==> config.mk <==
export PLATFORM = sky130hd
export DESIGN_NAME = ir_code_capture
export DESIGN_NICKNAME = d
export VERILOG_FILES = /design/src/rtl/ir_code_capture.sv
export SDC_FILE = /design/constraint.sdc
export NUM_CORES = 1
export LEC_CHECK = 0
export CAP_MARGIN = 5
export CORE_ASPECT_RATIO = 0.5
export CORE_MARGIN = 2
export CORE_UTILIZATION = 46
export CTS_CLUSTER_SIZE = 40
export DETAILED_ROUTE_END_ITERATION = 12
export MAX_ROUTING_LAYER = met4
export PLACE_DENSITY = 0.59
export SETUP_SLACK_MARGIN = 0.05
export SYNTH_ARGS = -nofsm -noshare
export SYNTH_HDL_FRONTEND = slang
export SYNTH_SLANG_ARGS = --single-unit
==> constraint.sdc <==
create_clock -name clock_in -period 6.1 [get_ports clock_in]
set_input_delay 1.83 -clock clock_in [delete_from_list [all_inputs] [get_ports clock_in]]
set_output_delay 1.83 -clock clock_in [all_outputs]
set_load 0.05 [all_outputs]
==> src/rtl/ir_code_capture.sv <==
// ir_code_capture: IR receive/learn front end.
// Samples a raw carrier-modulated IR signal. It measures the carrier half-period in
// clocks, then the mark and space durations in units of UNIT_DIV clocks. The results
// are queued as tagged records in a small FIFO, which is read out with valid/ready.
//
// Ports:
//   clock_in       system clock
//   reset_n_in     asynchronous active-low reset
//   enable_in      capture armed when high; low aborts the current frame
//   ir_in          raw IR input (asynchronous, active-high carrier)
//   rec_valid_out  record available at FIFO head
//   rec_ready_in   pops the head when rec_valid_out is also high
//   rec_tag_out    00 CARRIER, 01 MARK, 10 SPACE, 11 END
//   rec_value_out  record payload
//   busy_out       frame in progress
//   overflow_out   sticky record-dropped flag, cleared on enable_in rising
//
// state    | meaning
// ST_IDLE  | waiting for a rising edge with capture enabled
// ST_MARK  | inside a carrier burst, edges keep arriving
// ST_SPACE | carrier timed out, measuring the gap to the next burst
module ir_code_capture #(
    parameter int CTC_WIDTH       = 8,
    parameter int DELAY_WIDTH     = 16,
    parameter int UNIT_DIV        = 16,
    parameter int CARRIER_TIMEOUT = 512,
    parameter int GAP_UNITS       = 4096,
    parameter int FIFO_DEPTH      = 16
) (
    input  logic                   clock_in,
    input  logic                   reset_n_in,
    input  logic                   enable_in,
    input  logic                   ir_in,
    output logic                   rec_valid_out,
    input  logic                   rec_ready_in,
    output logic [1:0]             rec_tag_out,
    output logic [DELAY_WIDTH-1:0] rec_value_out,
    output logic                   busy_out,
    output logic                   overflow_out
);
    localparam int DW = DELAY_WIDTH;
    localparam int PW = (UNIT_DIV > 1) ? $clog2(UNIT_DIV) : 1;
    localparam int GW = $clog2(CARRIER_TIMEOUT + 1);
    localparam int AW = $clog2(FIFO_DEPTH);
    localparam int CW = AW + 1;

    localparam logic [1:0] TAG_CARRIER = 2'b00;
    localparam logic [1:0] TAG_MARK    = 2'b01;
    localparam logic [1:0] TAG_SPACE   = 2'b10;
    localparam logic [1:0] TAG_END     = 2'b11;

    localparam logic [31:0]   CTC_MAX   = (32'd1 << CTC_WIDTH) - 32'd1;
    localparam logic [GW-1:0] GAP_TO    = GW'(CARRIER_TIMEOUT);
    localparam logic [DW-1:0] GAP_U     = DW'(GAP_UNITS);
    localparam logic [CW-1:0] FULL_CNT  = CW'(FIFO_DEPTH);
    // A phase starts on the edge cycle itself, so the first stored value
    // already represents one elapsed clock.
    localparam logic [PW-1:0] PRE_RST   = (UNIT_DIV == 1) ? '0 : PW'(1);
    localparam logic [DW-1:0] UNITS_RST = (UNIT_DIV == 1) ? DW'(1) : '0;

    typedef enum logic [1:0] {ST_IDLE, ST_MARK, ST_SPACE} state_t;

    state_t          state;
    logic            ir_s1, ir_s2, ir_d, en_d, ir_rise;
    logic [PW-1:0]   m_pre, s_pre;
    logic [DW-1:0]   m_units, s_units, mark_len, mark_cnt;
    logic [GW-1:0]   gap, gap_half;
    logic            car_done;
    logic [DW-1:0]   car_val;

    logic            push, do_push, pop, full;
    logic [1:0]      push_tag;
    logic [DW-1:0]   push_val;
    logic [1:0]      mem_tag [FIFO_DEPTH];
    logic [DW-1:0]   mem_val [FIFO_DEPTH];
    logic [AW-1:0]   wr_ptr, rd_ptr;
    logic [CW-1:0]   count;

    function automatic logic [PW-1:0] pre_next(input logic [PW-1:0] p);
        return (p == PW'(UNIT_DIV - 1)) ? '0 : p + 1'b1;
    endfunction

    function automatic logic [DW-1:0] units_next(input logic [PW-1:0] p, input logic [DW-1:0] u);
        return (p == PW'(UNIT_DIV - 1) && u != '1) ? u + 1'b1 : u;
    endfunction

    assign ir_rise  = ir_s2 & ~ir_d;
    assign gap_half = gap >> 1;
    assign car_val  = (32'(gap_half) > CTC_MAX) ? DW'(CTC_MAX) : DW'(gap_half);

    always_comb begin
        push     = 1'b0;
        push_tag = TAG_CARRIER;
        push_val = '0;
        if (enable_in) begin
            case (state)
                ST_MARK: begin
                    if (ir_rise) begin
                        if (!car_done && mark_cnt == '0) begin
                            push     = 1'b1;
                            push_tag = TAG_CARRIER;
                            push_val = car_val;
                        end
                    end else if (gap == GAP_TO) begin
                        push     = 1'b1;
                        push_tag = TAG_MARK;
                        push_val = mark_len;
                    end
                end
                ST_SPACE: begin
                    if (ir_rise) begin
                        push     = 1'b1;
                        push_tag = TAG_SPACE;
                        push_val = s_units;
                    end else if (s_units == GAP_U) begin
                        push     = 1'b1;
                        push_tag = TAG_END;
                        push_val = mark_cnt;
                    end
                end
                default: ;
            endcase
        end
    end

    always_ff @(posedge clock_in or negedge reset_n_in) begin
        if (!reset_n_in) begin
            state    <= ST_IDLE;
            busy_out <= 1'b0;
            ir_s1    <= 1'b0;
            ir_s2    <= 1'b0;
            ir_d     <= 1'b0;
            en_d     <= 1'b0;
            m_pre    <= '0;
            m_units  <= '0;
            s_pre    <= '0;
            s_units  <= '0;
            gap      <= '0;
            mark_len <= '0;
            mark_cnt <= '0;
            car_done <= 1'b0;
        end else begin
            ir_s1 <= ir_in;
            ir_s2 <= ir_s1;
            ir_d  <= ir_s2;
            en_d  <= enable_in;
            if (!enable_in) begin
                state    <= ST_IDLE;
                busy_out <= 1'b0;
            end else begin
                case (state)
                    ST_IDLE: begin
                        if (ir_rise) begin
                            state    <= ST_MARK;
                            busy_out <= 1'b1;
                            m_pre    <= PRE_RST;
                            m_units  <= UNITS_RST;
                            s_pre    <= PRE_RST;
                            s_units  <= UNITS_RST;
                            gap      <= GW'(1);
                            mark_len <= '0;
                            mark_cnt <= '0;
                            car_done <= 1'b0;
                        end
                    end
                    ST_MARK: begin
                        m_pre   <= pre_next(m_pre);
                        m_units <= units_next(m_pre, m_units);
                        if (ir_rise) begin
                            // Space is measured from the last edge of the mark.
                            gap      <= GW'(1);
                            mark_len <= m_units;
                            s_pre    <= PRE_RST;
                            s_units  <= UNITS_RST;
                            if (mark_cnt == '0)
                                car_done <= 1'b1;
                        end else begin
                            s_pre   <= pre_next(s_pre);
                            s_units <= units_next(s_pre, s_units);
                            if (gap == GAP_TO) begin
                                state <= ST_SPACE;
                                if (mark_cnt != '1)
                                    mark_cnt <= mark_cnt + 1'b1;
                            end else begin
                                gap <= gap + 1'b1;
                            end
                        end
                    end
                    ST_SPACE: begin
                        if (ir_rise) begin
                            state    <= ST_MARK;
                            m_pre    <= PRE_RST;
                            m_units  <= UNITS_RST;
                            s_pre    <= PRE_RST;
                            s_units  <= UNITS_RST;
                            gap      <= GW'(1);
                            mark_len <= '0;
                        end else if (s_units == GAP_U) begin
                            state    <= ST_IDLE;
                            busy_out <= 1'b0;
                        end else begin
                            s_pre   <= pre_next(s_pre);
                            s_units <= units_next(s_pre, s_units);
                        end
                    end
                    default: begin
                        state    <= ST_IDLE;
                        busy_out <= 1'b0;
                    end
                endcase
            end
        end
    end

    // Record FIFO; a simultaneous pop frees the slot a full-FIFO push needs.
    assign full    = (count == FULL_CNT);
    assign pop     = (count != '0) && rec_ready_in;
    assign do_push = push && (!full || pop);

    always_ff @(posedge clock_in) begin
        if (do_push) begin
            mem_tag[wr_ptr] <= push_tag;
            mem_val[wr_ptr] <= push_val;
        end
    end

    always_ff @(posedge clock_in or negedge reset_n_in) begin
        if (!reset_n_in) begin
            wr_ptr       <= '0;
            rd_ptr       <= '0;
            count        <= '0;
            overflow_out <= 1'b0;
        end else begin
            if (do_push)
                wr_ptr <= wr_ptr + 1'b1;
            if (pop)
                rd_ptr <= rd_ptr + 1'b1;
            case ({do_push, pop})
                2'b10:   count <= count + 1'b1;
                2'b01:   count <= count - 1'b1;
                default: ;
            endcase
            if (enable_in && !en_d)
                overflow_out <= 1'b0;
            else if (push && full && !pop)
                overflow_out <= 1'b1;
        end
    end

    // Head payload is forced to zero while empty so reset shows all-zero outputs.
    assign rec_valid_out = (count != '0);
    assign rec_tag_out   = rec_valid_out ? mem_tag[rd_ptr] : 2'b00;
    assign rec_value_out = rec_valid_out ? mem_val[rd_ptr] : '0;

endmodule

# == Yosys cells after proc, flatten, opt, wreduce, memory -nomap -nowiden ==
# Memories as Yosys holds them, arrays and structs flattened.
# Index checks and enable logic that the tools add are counted.
# totals
reg_bits,104
latchBits,0
mem_bits_rw,288
rom_bits,0
out_inout_bits,21
wordCells,163
n_memories,2
# mem_list
name,depth,word_bits,read_ports,rd_ports_with_merged_regs,wr,line,source
mem_val,16,16,1,0,1,75,logic [DW-1:0] mem_val [FIFO_DEPTH];
mem_tag,16,2,1,0,1,74,logic [1:0] mem_tag [FIFO_DEPTH];
# op_classes
add_sub_neg,10
n_mul,0
div,0
order_cmp,1
n_eq_ne,29
n_shift,0
mux,70
bitwise_logic,2
n_reduce_logical,31
# op_table
op,count
16-bit 2-to-1 mux,16
16-bit case mux with 2 select lines,4
"16-bit by 1-bit adder with 16-bit output, second input constant",3
"16-bit inequality test, second input constant",3
16-bit case mux with 3 select lines,1
10-bit 2-to-1 mux,3
4-bit 2-to-1 mux,6
4-bit AND reduction,6
"3-bit inequality test, second input constant",7
2-bit 2-to-1 mux,10
10-bit case mux with 2 select lines,1
1-bit 2-to-1 mux,19
9-bit 2-to-1 mux,2
"4-bit by 1-bit adder with 4-bit output, second input constant",4
"16-bit by 13-bit equality test with 1-bit output, second input constant",1
16-bit zero test,1
"2-bit inequality test, second input constant",8
4-bit case mux with 3 select lines,1
"10-bit by 1-bit adder with 10-bit output, second input constant",1
"10-bit equality test, second input constant",1
5-bit case mux with 2 select lines,1
"9-bit by 8-bit greater-than comparator with 1-bit output, second input constant",1
"4-bit equality test, second input constant",2
1-bit logical AND,8
other kinds (24),33

# == Longest topological paths before layout ==
# Gate-level depths: netlist of the first run.
# logic_depth
word_depth,10
depth_mapped,16
depth_no_buf,15

# == Worst setup path before layout of the first run ==
# Ideal clock, no wire load.
# synth_timing
kind,input port to flip-flop
startpoint,input enable_in
endpoint,memory mem_tag[0][0] (enable)
arrival_ns,5.248
slack_ns,0.413
stages,6
path_cell_list,clkbuf_1 -> nand3_1 -> a21oi_1 -> o21a_1 -> clkbuf_1 -> nor4bb_1
# synth_via
elab_chain_len,4
# synth_lines
item,line,source
start: declaration,32,"input logic enable_in,"
1-bit 2-to-1 mux,95,if (enable_in) begin
1-bit logical AND,218,assign do_push = push && (!full || pop);
1-bit 2-to-1 mux,221,if (do_push) begin
1-bit 2-to-1 mux (not written as such),222,mem_tag[wr_ptr] <= push_tag;
end: declaration,74,
# Every way passes these cells.

# == Final worst setup path of the first run ==
# layout_timing
startpoint,register rd_ptr[0]
endpoint,output rec_value_out[8]
# layout_via
elab_chain_len,2
# layout_lines
item,line,source
start: declaration,76,"logic [AW-1:0] wr_ptr, rd_ptr;"
start signal: assignment,237,rd_ptr <= rd_ptr + 1'b1;
memory read 16 x 16 bit,-,
16-bit 2-to-1 mux,253,assign rec_value_out = rec_valid_out ? mem_val[rd_ptr] : '0;
end: declaration,37,"output logic [DELAY_WIDTH-1:0] rec_value_out,"
# Every way passes these cells.

==> summary.md, run 1 <==
| Metric | Value |
|---|---|
| Reg2reg end | `mem_val[3][1]` |
| End of the worst hold path | `ir_s2` |
| N_diodes | `0` |
| Synthesized Nets | `1150` |
| I/O Buffers | `25` |
| Post-CTS Setup Bufs | `0` |
| GRT Overall Usage | `21.4%` |
| Proportion of layout cells with a drive suffix above 1 | `17.8%` |
| Fin worst setup slack | `0.750 ns` |
| Vias per cell | `5.82` |
| RR Startpoint | `state[1]` |
| FF+latch count, synth | `392` |
| Die area | `38500 um2` |
| Slew Limit Fails | `0` |
| Fin Setup TNS | `0 ns` |
| Unrepaired setup endpoints after global routing | `false` |
| Worst setup EP type | `output port` |
| Simple-Gate Fraction of Synth Area | `10.2%` |
| CORE AREA | `36100 um2` |
| Final weighted congestion in routability-driven placement | `0.916` |
| Initial Util | `46.9%` |
| Skew final | `0.0193 ns` |
| Hold Path Depth | `0` |
| Clock sinks | `392` |
| Post-CTS Hold Buffers | `0` |
| Number of enable flip-flop cells after synthesis | `288` |
| Sw power | `2.24 mW` |
| Dpl ws | `1.11 ns` |
| Final core utilization | `53.3%` |
| Final setup fails | `0` |
| Htree depth | `2` |
| Status | `finished, final reports clean` |
| Leakage | `6.68 nW` |
| Overall power | `7.29 mW` |
| Final hold viol count | `0` |
| CTS tree | `done` |
| Synth Flop Type | `edfxtp_1` |
| R2r setup slk | `2.30 ns` |
| Finished Cell Area | `19300 um2` |
| Row cnt | `49` |
| CP required | `4.27 ns` |
| Die X | `275 um` |
| DRC | `0` |
| TritonCTS Buffers | `37` |
| Post-synthesis sequential area ratio | `66.4%` |
| Maxcap violations | `0` |
| Layout Nets | `1204` |
| Initial DRC count | `986` |
| Share of the synthesized area in the top cell type | `51.0%` |
| Startpoint Class | `flip-flop` |
| Clk Latency, worst-skew pair | `0.55 ns` |
| Cells after Synth | `1123` |
| Switching part of the total power | `30.7%` |
| Cell accounting for the most synthesized area | `edfxtp_1` |
| Flop pwr share | `42.6%` |
| Synth Area in XOR/XNOR | `1.91%` |
| Routed Antenna Nets | `0` |
| Post-DP Area | `18000 um2` |
| Maximum VDD drop | `0.216 mV` |
| Area Growth Syn to Fin | `13.7%` |
| Fillers | `2880` |
| # IOs | `26` |
| CP arrival | `3.52 ns` |
| Critical path type | `flip-flop to output port` |
| Routed len/inst | `22.8 um` |
| Tmin final | `5.35 ns` |
| Distinct cells, synth | `57` |
| Initial DRT Pass Iterations | `5` |
| Slew HR | `20.5%` |
| CP max FO | `19` |
| Mux share of post-synthesis cell area | `12.5%` |
| FMAX | `0.187 GHz` |
| Post-synthesis adder-cell area fraction | `1.67%` |
| Initial antenna violation count | `2` |
| Clock share of power | `32.2%` |
| First-pass GRT wire length | `59.9 mm` |
| Clock transition at the registers of the reported paths | `0.06 ns` |
| Post-synthesis async set-or-reset flop share | `26.5%` |
| Placed cell count | `1621` |
| Hpwl dp | `23.5 mm` |
| Worst-Margin Slew | `1.19 ns` |
| Cell Area, Synth | `17000 um2` |
| Remaining Overflow, GRT | `0` |
| Synth area leaders | `edfxtp_1 51%, dfrtp_1 15%, mux4_2 12%` |
| Vias in the first global route | `9984` |
| Final Instance Count excl. Fillers | `1689` |
| Yosys warns | `0` |
| Resize count post-CTS | `0` |
| Vias | `9822` |
| Die Y | `140 um` |
| Clk root buf | `clkbuf_16` |
| Largest net degree at the start of global routing | `73` |
| Tightest Hold Check Type | `flip-flop to flip-flop` |
| Complex-gate fraction of the synthesized area | `5.60%` |
| Mapped Avg Cell Area | `15.1 um2` |
| DRT Wirelength | `38.6 mm` |
| CTS Buffer Depth | `3` |
| P_int | `5.05 mW` |
| Worst r2r path cells | `9` |
| Gate power share | `25.2%` |
| Largest family of logic cells by synthesized area | `multiplexers` |
| Crit share post-route | `87.7%` |
| Final hold slack | `0.360 ns` |
| Cell Pwr Density | `378 nW/um2` |
| Worst hold start | `ir_s1` |
logic make-up after synthesis:
group                    after synthesis
multiplexers                          99
flip-flops                           392
buffers and inverters                 77
adder cells (fa/ha/maj)               22
AO/OA/AOI/OAI                        161
XOR/XNOR                              37
AND/OR/NAND/NOR                      335
placed cells by master (no fill, tap or decap), types with 13 or more instances in the layout:
cell type        count
a21oi_1             23
clkdlybuf4s50_1     24
nand4_1             13
nand3_1             26
a22oi_1             16
inv_1               21
mux4_2              90
o21ai_0             80
buf_4               45
clkbuf_16           38
and3_1              14
nand2_1            109
ha_1                21
dfrtp_1            102
nor2_1              64
xnor2_1             31
edfxtp_1           288
and2_1              30
power groups by stage:
| stage | logic (mW) | clock network [mW] | registers (mW) |
|---|---|---|---|
| 4_1_cts | 1.87 | 2.40 | 3.10 |
| 3_3_place_gp | 1.84 | 0 | 3.15 |
| 5_1_grt | 2.00 | 2.51 | 3.13 |
| 2_1_floorplan | 1.41 | 0 | 3.06 |
| 3_5_place_dp | 1.87 | 0 | 3.16 |
| 6_report | 1.84 | 2.35 | 3.10 |
worst max-delay path by stage:
stage	startpoint	to	cells after the start
after detailed placement	enable_in	count[4]	15
after CTS	rd_ptr[0]	rec_value_out[8]	5
after floorplan	enable_in	mem_tag[0][0]	6
after global routing	rd_ptr[0]	rec_value_out[14]	5
after global placement	enable_in	count[4]	15
final	rd_ptr[0]	rec_value_out[8]	5
synthesized netlist by cell type (all sizes together) (4+ instances only):
cell type	number
xor2	6
nor4bb	4
and4	4
nor3b	7
mux2i	8
and3	14
clkbuf	47
ha	21
a22oi	16
and2	30
nand3	26
nand2	109
edfxtp	288
mux4	90
a21oi	23
inv	21
nand4	13
xnor2	31
nor4b	5
o31ai	7
a21o	5
nand2b	6
nor4	17
nor2	64
o21ai	84
nor3	12
dfrtp	104
nor2b	5
a31oi	13
buf	9
or2	6
worst max-delay path: stages, from the launching register on:
cell             delay, ns
dfrtp_4               0.68
buf_4                 0.39
mux4_2                0.54
mux4_2                0.49
and2_1                0.17
clkdlybuf4s50_1       0.69
routing by layer:
metal	GRT usage [%]	vias up	part of all wire (%)
li1	-	4433	-
met1	31.6	5072	46
met2	31.2	272	45
met3	3.76	45	6.9
met4	5.18	0	1.6
met5	-	-	0
flip-flops by register name, indices dropped and copies added (netlist names):
name,flops
m_pre,4
state,2
s_pre,4
rd_ptr,4
mem_val,256
mark_len,16
s_units,16
mem_tag,32
ir_d,1
ir_s1,1
ir_s2,1
count,5
car_done,1
m_units,16
gap,10
en_d,1
overflow_out,1
mark_cnt,16
wr_ptr,4
busy_out,1
final cells by class:
class	instances	area (um2)	share of cell area [%]
flip-flops and latches	392	11300	58.4
clock inverters	23	226	1.18
well taps	484	606	3.14
repair buffers	71	606	3.14
clock buffers	44	993	5.16
inverters	21	78.8	0.409
multi-input cells	654	5500	28.5
Note: power is estimated with default switching activity, not from simulation.
==> inputs of run 2 (changes only) <==
- ABC_AREA: default -> 1
- CORE_UTILIZATION: 46 -> 62
- PLACE_DENSITY: 0.59 -> 0.76
==> run 2 against run 1 <==
Flip-flop and latch count is the same; sequential power down 2%; combinational power rose by 74%; fmax fell by 2.1%; clock skew grew 0.013 ns.
==> summary.md, run 2 <==
| Metric | Value |
|---|---|
| Fin Setup TNS | `0 ns (unchanged)` |
| Mapped Avg Cell Area | `10.7 um2 (-29%)` |
| Proportion of layout cells with a drive suffix above 1 | `9.01% (-8.7 points)` |
| CP required | `4.27 ns (about the same)` |
| Leading cell type in the layout, fill and taps excluded | `edfxtp_1` |
| Final weighted congestion in routability-driven placement | `0.929 (+1.5%)` |
| Initial antenna violation count | `0 (-2)` |
| Flop pwr share | `35.1% (-7.5 points)` |
| Post-CTS Setup Bufs | `0 (unchanged)` |
| N_diodes | `0 (unchanged)` |
| Slew HR | `4.28% (-16 points)` |
| Maximum VDD drop | `0.305 mV (+41%)` |
| CTS Buffer Depth | `3 (unchanged)` |
| Yosys warns | `0 (unchanged)` |
| FF+latch count, synth | `392 (unchanged)` |
| Initial Util | `63.2% (+16 points)` |
| Distinct cells, synth | `49 (-14%)` |
| Layout Nets | `1677 (+39%)` |
| Clk Latency, worst-skew pair | `0.55 ns (about the same)` |
| Number of enable flip-flop cells after synthesis | `288 (unchanged)` |
| Maxcap violations | `0 (unchanged)` |
| Cell family with most CP delay | `buffers and inverters` |
| Cell Pwr Density | `445 nW/um2 (+18%)` |
| Final hold viol count | `0 (unchanged)` |
| Leakage | `7.70 nW (+15%)` |
| Area Growth Syn to Fin | `10.9%` |
| Crit share post-route | `89.6% (+1.9 points)` |
| Worst-path cell chain | `buf_4 -> o21ai_0 -> o22ai_1 -> nor2_1 -> nor2_1 -> o21ai_0 -> a21oi_1 -> clkdlybuf4s50_1` |
| CTS tree | `done` |
| Initial DRC count | `1667 (+69%)` |
| Clock sinks | `392 (unchanged)` |
| DRC | `0 (unchanged)` |
| CP arrival | `3.64 ns (+0.12 ns)` |
| DRT Wirelength | `44.7 mm (+16%)` |
| CP max FO | `99 (+80)` |
| FMAX | `0.183 GHz (-2.1%)` |
| Tightest Hold Check Type | `flip-flop to flip-flop` |
| Cell accounting for the most synthesized area | `edfxtp_1` |
| TritonCTS Buffers | `35 (-5.4%)` |
| Switching part of the total power | `39.0% (+8.3 points)` |
| Routed len/inst | `21.7 um (-5.0%)` |
| Remaining Overflow, GRT | `0 (unchanged)` |
| Htree depth | `2 (unchanged)` |
| Post-synthesis sequential area ratio | `64.2% (-2.2 points)` |
| Cell Area, Synth | `17500 um2 (+3.5%)` |
| Vias | `12942 (+32%)` |
| Sw power | `3.38 mW (+51%)` |
| Skew final | `0.0322 ns (+0.0129 ns)` |
| Worst setup EP type | `output port` |
| First-pass GRT wire length | `69.5 mm (+16%)` |
| Largest net degree at the start of global routing | `100 (+37%)` |
| Final core utilization | `70.1% (+17 points)` |
| Tmin final | `5.47 ns (+0.117 ns)` |
| Max reg flops | `256 (unchanged)` |
| Final setup fails | `0 (unchanged)` |
| Worst-Margin Slew | `1.43 ns (+0.242 ns)` |
| Slew Limit Fails | `0 (unchanged)` |
| Worst Path Buf+Inv | `2 (unchanged)` |
| Biggest register | `mem_val` |
| P_int | `5.28 mW (+4.6%)` |
| Worst path slowest cell | `clkdlybuf4s50_1` |
| Unrepaired setup endpoints after global routing | `false` |
| Clock share of power | `27.8% (-4.4 points)` |
| GRT Overall Usage | `31.6% (+10 points)` |
| Clock transition at the registers of the reported paths | `0.06 ns (about the same)` |
| Post-synthesis async set-or-reset flop share | `26.5% (unchanged)` |
| Vias in the first global route | `12565 (+26%)` |
| Initial DRT Pass Iterations | `5 (unchanged)` |
| Post-CTS Hold Buffers | `0 (unchanged)` |
| Vias per cell | `6.29 (+8.1%)` |
| Resize count post-CTS | `0 (unchanged)` |
| Routed Antenna Nets | `0 (unchanged)` |
| Top post-synthesis cells by count | `288 x edfxtp_1, 258 x nor2_1, 200 x o21ai_0` |
| Critical path type | `flip-flop to output port` |
| Synth area leaders | `edfxtp_1 49%, dfrtp_1 15%, o21ai_0 5.7%` |
| Commonest cells after routing, fill and taps aside | `288 x edfxtp_1, 242 x nor2_1, 200 x o21ai_0` |
| Die Y | `123 um (-12%)` |
| # IOs | `26 (unchanged)` |
| Gate power share | `37.1% (+12 points)` |
| Startpoint Class | `flip-flop` |
| Share of the synthesized area in the top cell type | `49.3% (-1.7 points)` |
| CORE AREA | `27800 um2 (-23%)` |
| Row cnt | `43 (-12%)` |
| Synth Flop Type | `edfxtp_1` |
| Die X | `242 um (-12%)` |
| CP peak stage delay | `0.86 ns (+0.17 ns)` |
| Status | `finished, final reports clean` |
| Clk root buf | `clkbuf_16` |
| Post-DP Area | `18200 um2 (+0.95%)` |
| Finished Cell Area | `19500 um2 (+0.99%)` |
| Most frequent cell after synthesis | `edfxtp_1` |
| Top flop regs | `mem_val: 256 flops, mem_tag: 32 flops` |
| I/O Buffers | `25 (unchanged)` |
| Cells after Synth | `1638 (+46%)` |
| Die area | `29700 um2 (-23%)` |
| Synthesized Nets | `1665 (+45%)` |
| Hpwl dp | `26.6 mm (+13%)` |
==> run 2: cell type report <==
| class | count | area (um2) |
|---|---|---|
| flip-flops and latches | 392 | 11300 |
| fillers | 1950 | 8310 |
| multi-input cells | 1036 | 5490 |
| well taps | 382 | 478 |
| repair buffers | 55 | 504 |
| clock buffers | 39 | 891 |
| clock inverters | 24 | 348 |
| inverters | 130 | 489 |
==> run 2: kinds of logic (layout without fill, tap and decap cells) <==
| kind of cell | after synthesis | after routing | synth area share, % |
|---|---|---|---|
| AND/OR/NAND/NOR | 597 | 597 | 14.9 |
| buffers and inverters | 210 | 248 | 4.77 |
| AO/OA/AOI/OAI | 388 | 388 | 13.1 |
| XOR/XNOR | 29 | 29 | 1.45 |
| adder cells (fa/ha/maj) | 22 | 22 | 1.61 |
| flip-flops | 392 | 392 | 64.2 |
==> run 2: worst paths after layout <==
kind,from,cells after the start,slack (ns),to
max in group asynchronous,reset_n_in,2,3.61,rd_ptr[0]
worst max-delay path,rd_ptr[0],8,0.63,rec_value_out[14]
worst min register to register,ir_s1,0,0.36,ir_s2
min in group asynchronous,reset_n_in,1,1.39,s_pre[1]
worst min-delay path,ir_s1,0,0.36,ir_s2
worst max register to register,state[0],9,2.73,mem_val[1][14]
==> run 2: routing by layer <==
metal  vias up  track usage, %  wire (um)
met5         -               -          0
met4         0            9.03       1020
met2       726            50.5      20700
li1       5838               -          -
met3        92            5.36       4650
met1      6286            42.7      18300
==> run 2: through the flow <==
step / setup slack, ns / power (mW) / hold slack (ns) / std cells
3_3_place_gp: 1.39 / 6.16 / 0.346 / 1994
6_report: 0.633 / 8.66 / 0.356 / 2058
5_1_grt: 0.478 / 9.07 / 0.367 / 2058
2_1_floorplan: 2.11 / 5.32 / 0.331 / 1638
4_1_cts: 0.686 / 8.64 / 0.362 / 2057
3_5_place_dp: 1.34 / 6.25 / 0.347 / 1994
==> run 2: power groups by stage <==
stage	registers, mW	clock network, mW	logic [mW]
2_1_floorplan	3.08	0	2.24
3_3_place_gp	3.09	0	3.07
3_5_place_dp	3.10	0	3.15
4_1_cts	3.04	2.42	3.18
5_1_grt	3.06	2.52	3.48
6_report	3.04	2.41	3.21
==> inputs of run 3 (changes only) <==
- CAP_MARGIN: 5 -> 20
- PLACE_DENSITY: 0.76 -> default
- PLACE_DENSITY_LB_ADDON: default -> 0.3
==> run 3 against run 2 <==
Non-clock buffer count grew 2; final area shrank 0.44%; flip-flop and latch count unchanged; via count decreased by 0.97%; critical path type unchanged; largest power group unchanged.
==> summary.md, run 3 (synthesized netlist as in run 2, its figures left out) <==
| Metric | Value |
|---|---|
| Initial Util | `63.2% (unchanged)` |
| Tmin final | `5.33 ns (-0.139 ns)` |
| CORE AREA | `27800 um2 (unchanged)` |
| Critical path type | `flip-flop to output port` |
| Crit share post-route | `87.3% (-2.3 points)` |
| DRC | `0 (unchanged)` |
| Worst setup EP type | `output port` |
| Htree depth | `2 (unchanged)` |
| Proportion of layout cells with a drive suffix above 1 | `8.88% (-0.13 points)` |
| Post-CTS Setup Bufs | `0 (unchanged)` |
| Top flop regs | `mem_val: 256 flops, mem_tag: 32 flops` |
| Area Growth Syn to Fin | `10.5%` |
| Clk Latency, worst-skew pair | `0.55 ns (about the same)` |
| Slew Limit Fails | `0 (unchanged)` |
| Layout Nets | `1679 (+0.12%)` |
| Post-CTS Hold Buffers | `0 (unchanged)` |
| Maxcap violations | `0 (unchanged)` |
| M1 WL | `18.0 mm (-1.6%)` |
| # IOs | `26 (unchanged)` |
| FMAX | `0.188 GHz (+2.6%)` |
| Routed len/inst | `21.1 um (-2.8%)` |
| CTS tree | `done` |
| TritonCTS Buffers | `35 (unchanged)` |
| Resize count post-CTS | `0 (unchanged)` |
| Row cnt | `43 (unchanged)` |
| Largest net degree at the start of global routing | `147 (+47%)` |
| Final weighted congestion in routability-driven placement | `0.955 (+2.8%)` |
| Worst-Margin Slew | `1.06 ns (-0.373 ns)` |
| CP arrival | `3.50 ns (-0.14 ns)` |
| Vias | `12817 (-0.97%)` |
| Tightest Hold Check Type | `flip-flop to flip-flop` |
| Vias in the first global route | `12319 (-2.0%)` |
| Leakage | `7.66 nW (-0.44%)` |
| Initial DRT Pass Iterations | `5 (unchanged)` |
| Unrepaired setup endpoints after global routing | `false` |
| CP required | `4.27 ns (about the same)` |
| CP max FO | `96 (-3.0%)` |
| Clock transition at the registers of the reported paths | `0.07 ns (about the same)` |
| Fillers | `1961 (+0.56%)` |
| N_diodes | `0 (unchanged)` |
| Startpoint Class | `flip-flop` |
| Biggest register | `mem_val` |
| Final setup fails | `0 (unchanged)` |
| Metal3 WL | `4.39 mm (-5.5%)` |
| CTS Buffer Depth | `3 (unchanged)` |
| Clock sinks | `392 (unchanged)` |
| Maximum VDD drop | `0.328 mV (+7.7%)` |
| Die area | `29700 um2 (unchanged)` |
| DRT Wirelength | `43.4 mm (-2.7%)` |
| Clk root buf | `clkbuf_16` |
| Commonest cells after routing, fill and taps aside | `288 x edfxtp_1, 242 x nor2_1, 200 x o21ai_0` |
| Max reg flops | `256 (unchanged)` |
| Met2 wire length | `19.9 mm (-4.0%)` |
| GRT Overall Usage | `30.5% (-1.1 points)` |
| First-pass GRT wire length | `67.6 mm (-2.8%)` |
| Hpwl dp | `27.0 mm (+1.3%)` |
| Routed Antenna Nets | `0 (unchanged)` |
| Skew final | `0.0301 ns (-0.00213 ns)` |
| Die X | `242 um (unchanged)` |
| Final hold viol count | `0 (unchanged)` |
| Initial DRC count | `1525 (-8.5%)` |
| Slew HR | `29.4% (+25 points)` |
| Multi-input gate area | `5490 um2 (unchanged)` |
| Overall power | `8.48 mW (-2.1%)` |
| Status | `finished, final reports clean` |
| Reg area | `11300 um2 (unchanged)` |
| Die Y | `123 um (unchanged)` |
| Top sig layer | `met4` |
| Cell Pwr Density | `438 nW/um2 (-1.7%)` |
| Initial antenna violation count | `0 (unchanged)` |
| I/O Buffers | `25 (unchanged)` |
| Vias per cell | `6.22 (-1.1%)` |
| Remaining Overflow, GRT | `0 (unchanged)` |
| Leading cell type in the layout, fill and taps excluded | `edfxtp_1` |
| Fin Setup TNS | `0 ns (unchanged)` |
## run 3: cell types whose count changed in the layout (fill, tap and decap cells not counted)
cell	delta
bufinv_16	-6
clkbuf_8	+3
clkbuf_1	+5
clkinv_1	-1
buf_4	-1
buf_6	+3
clkinvlp_2	-1
clkinvlp_4	-1
clkbuf_16	+1
## run 3: metrics by stage
stage / hold WS [ns] / utilization (%) / cells / cell area, um2 / setup WS [ns]
after CTS: 0.348 / 69.5 / 2054 / 19300 / 0.772
after detailed placement: 0.335 / 65.5 / 1991 / 18200 / 1.17
after global routing: 0.354 / 69.8 / 2060 / 19400 / 0.587
after global placement: 0.332 / 65.5 / 1990 / 18200 / 1.31
after floorplan: 0.331 / - / 1638 / 17500 / 2.11
final: 0.347 / 69.8 / 2060 / 19400 / 0.772
## run 3: worst paths after layout
path / slack, ns / from / endpoint / depth (start not counted)
setup / recovery: 0.77 / rd_ptr[0] / rec_value_out[14] / 9
hold / removal: 0.35 / ir_s1 / ir_s2 / 0
hold reg to reg: 0.35 / ir_s1 / ir_s2 / 0
max in group asynchronous: 3.60 / reset_n_in / mark_cnt[6] / 2
setup reg to reg: 2.56 / state[0] / mem_val[15][12] / 8
min in group asynchronous: 1.44 / reset_n_in / ir_s1 / 1
## run 3: area by class of cell
| cell class | instances | share of cell area [%] |
|---|---|---|
| multi-input combinational | 1036 | 28.3 |
| inverter | 130 | 2.53 |
| tap | 382 | 2.47 |
| clock inverter | 15 | 0.782 |
| timing repair buffer | 57 | 2.74 |
| sequential | 392 | 58.1 |
| clock buffer | 48 | 5.04 |
## run 3: worst max-delay path, cell delays in order (launching register included)
cell	delay (ns)
dfrtp_4	0.50
clkinv_2	0.25
buf_12	0.37
nor2_1	0.09
o22ai_1	0.17
nor2_1	0.06
nor2_1	0.12
o21ai_0	0.11
a21oi_1	0.32
clkdlybuf4s50_1	0.89
## run 3: routing by layer
metal | GRT usage, % | vias up
met3 | 6.16 | 101
met5 | - | -
met2 | 47.8 | 690
met1 | 40.9 | 6170
li1 | - | 5856
met4 | 9.61 | 0
## run 3: power by group
group | switching, mW | leakage [nW] | internal (mW)
Clock | 0.982 | 0.543 | 1.22
Combinational | 2.29 | 2.43 | 0.925
Sequential | 0.117 | 4.69 | 2.95
Total | 3.39 | 7.66 | 5.09
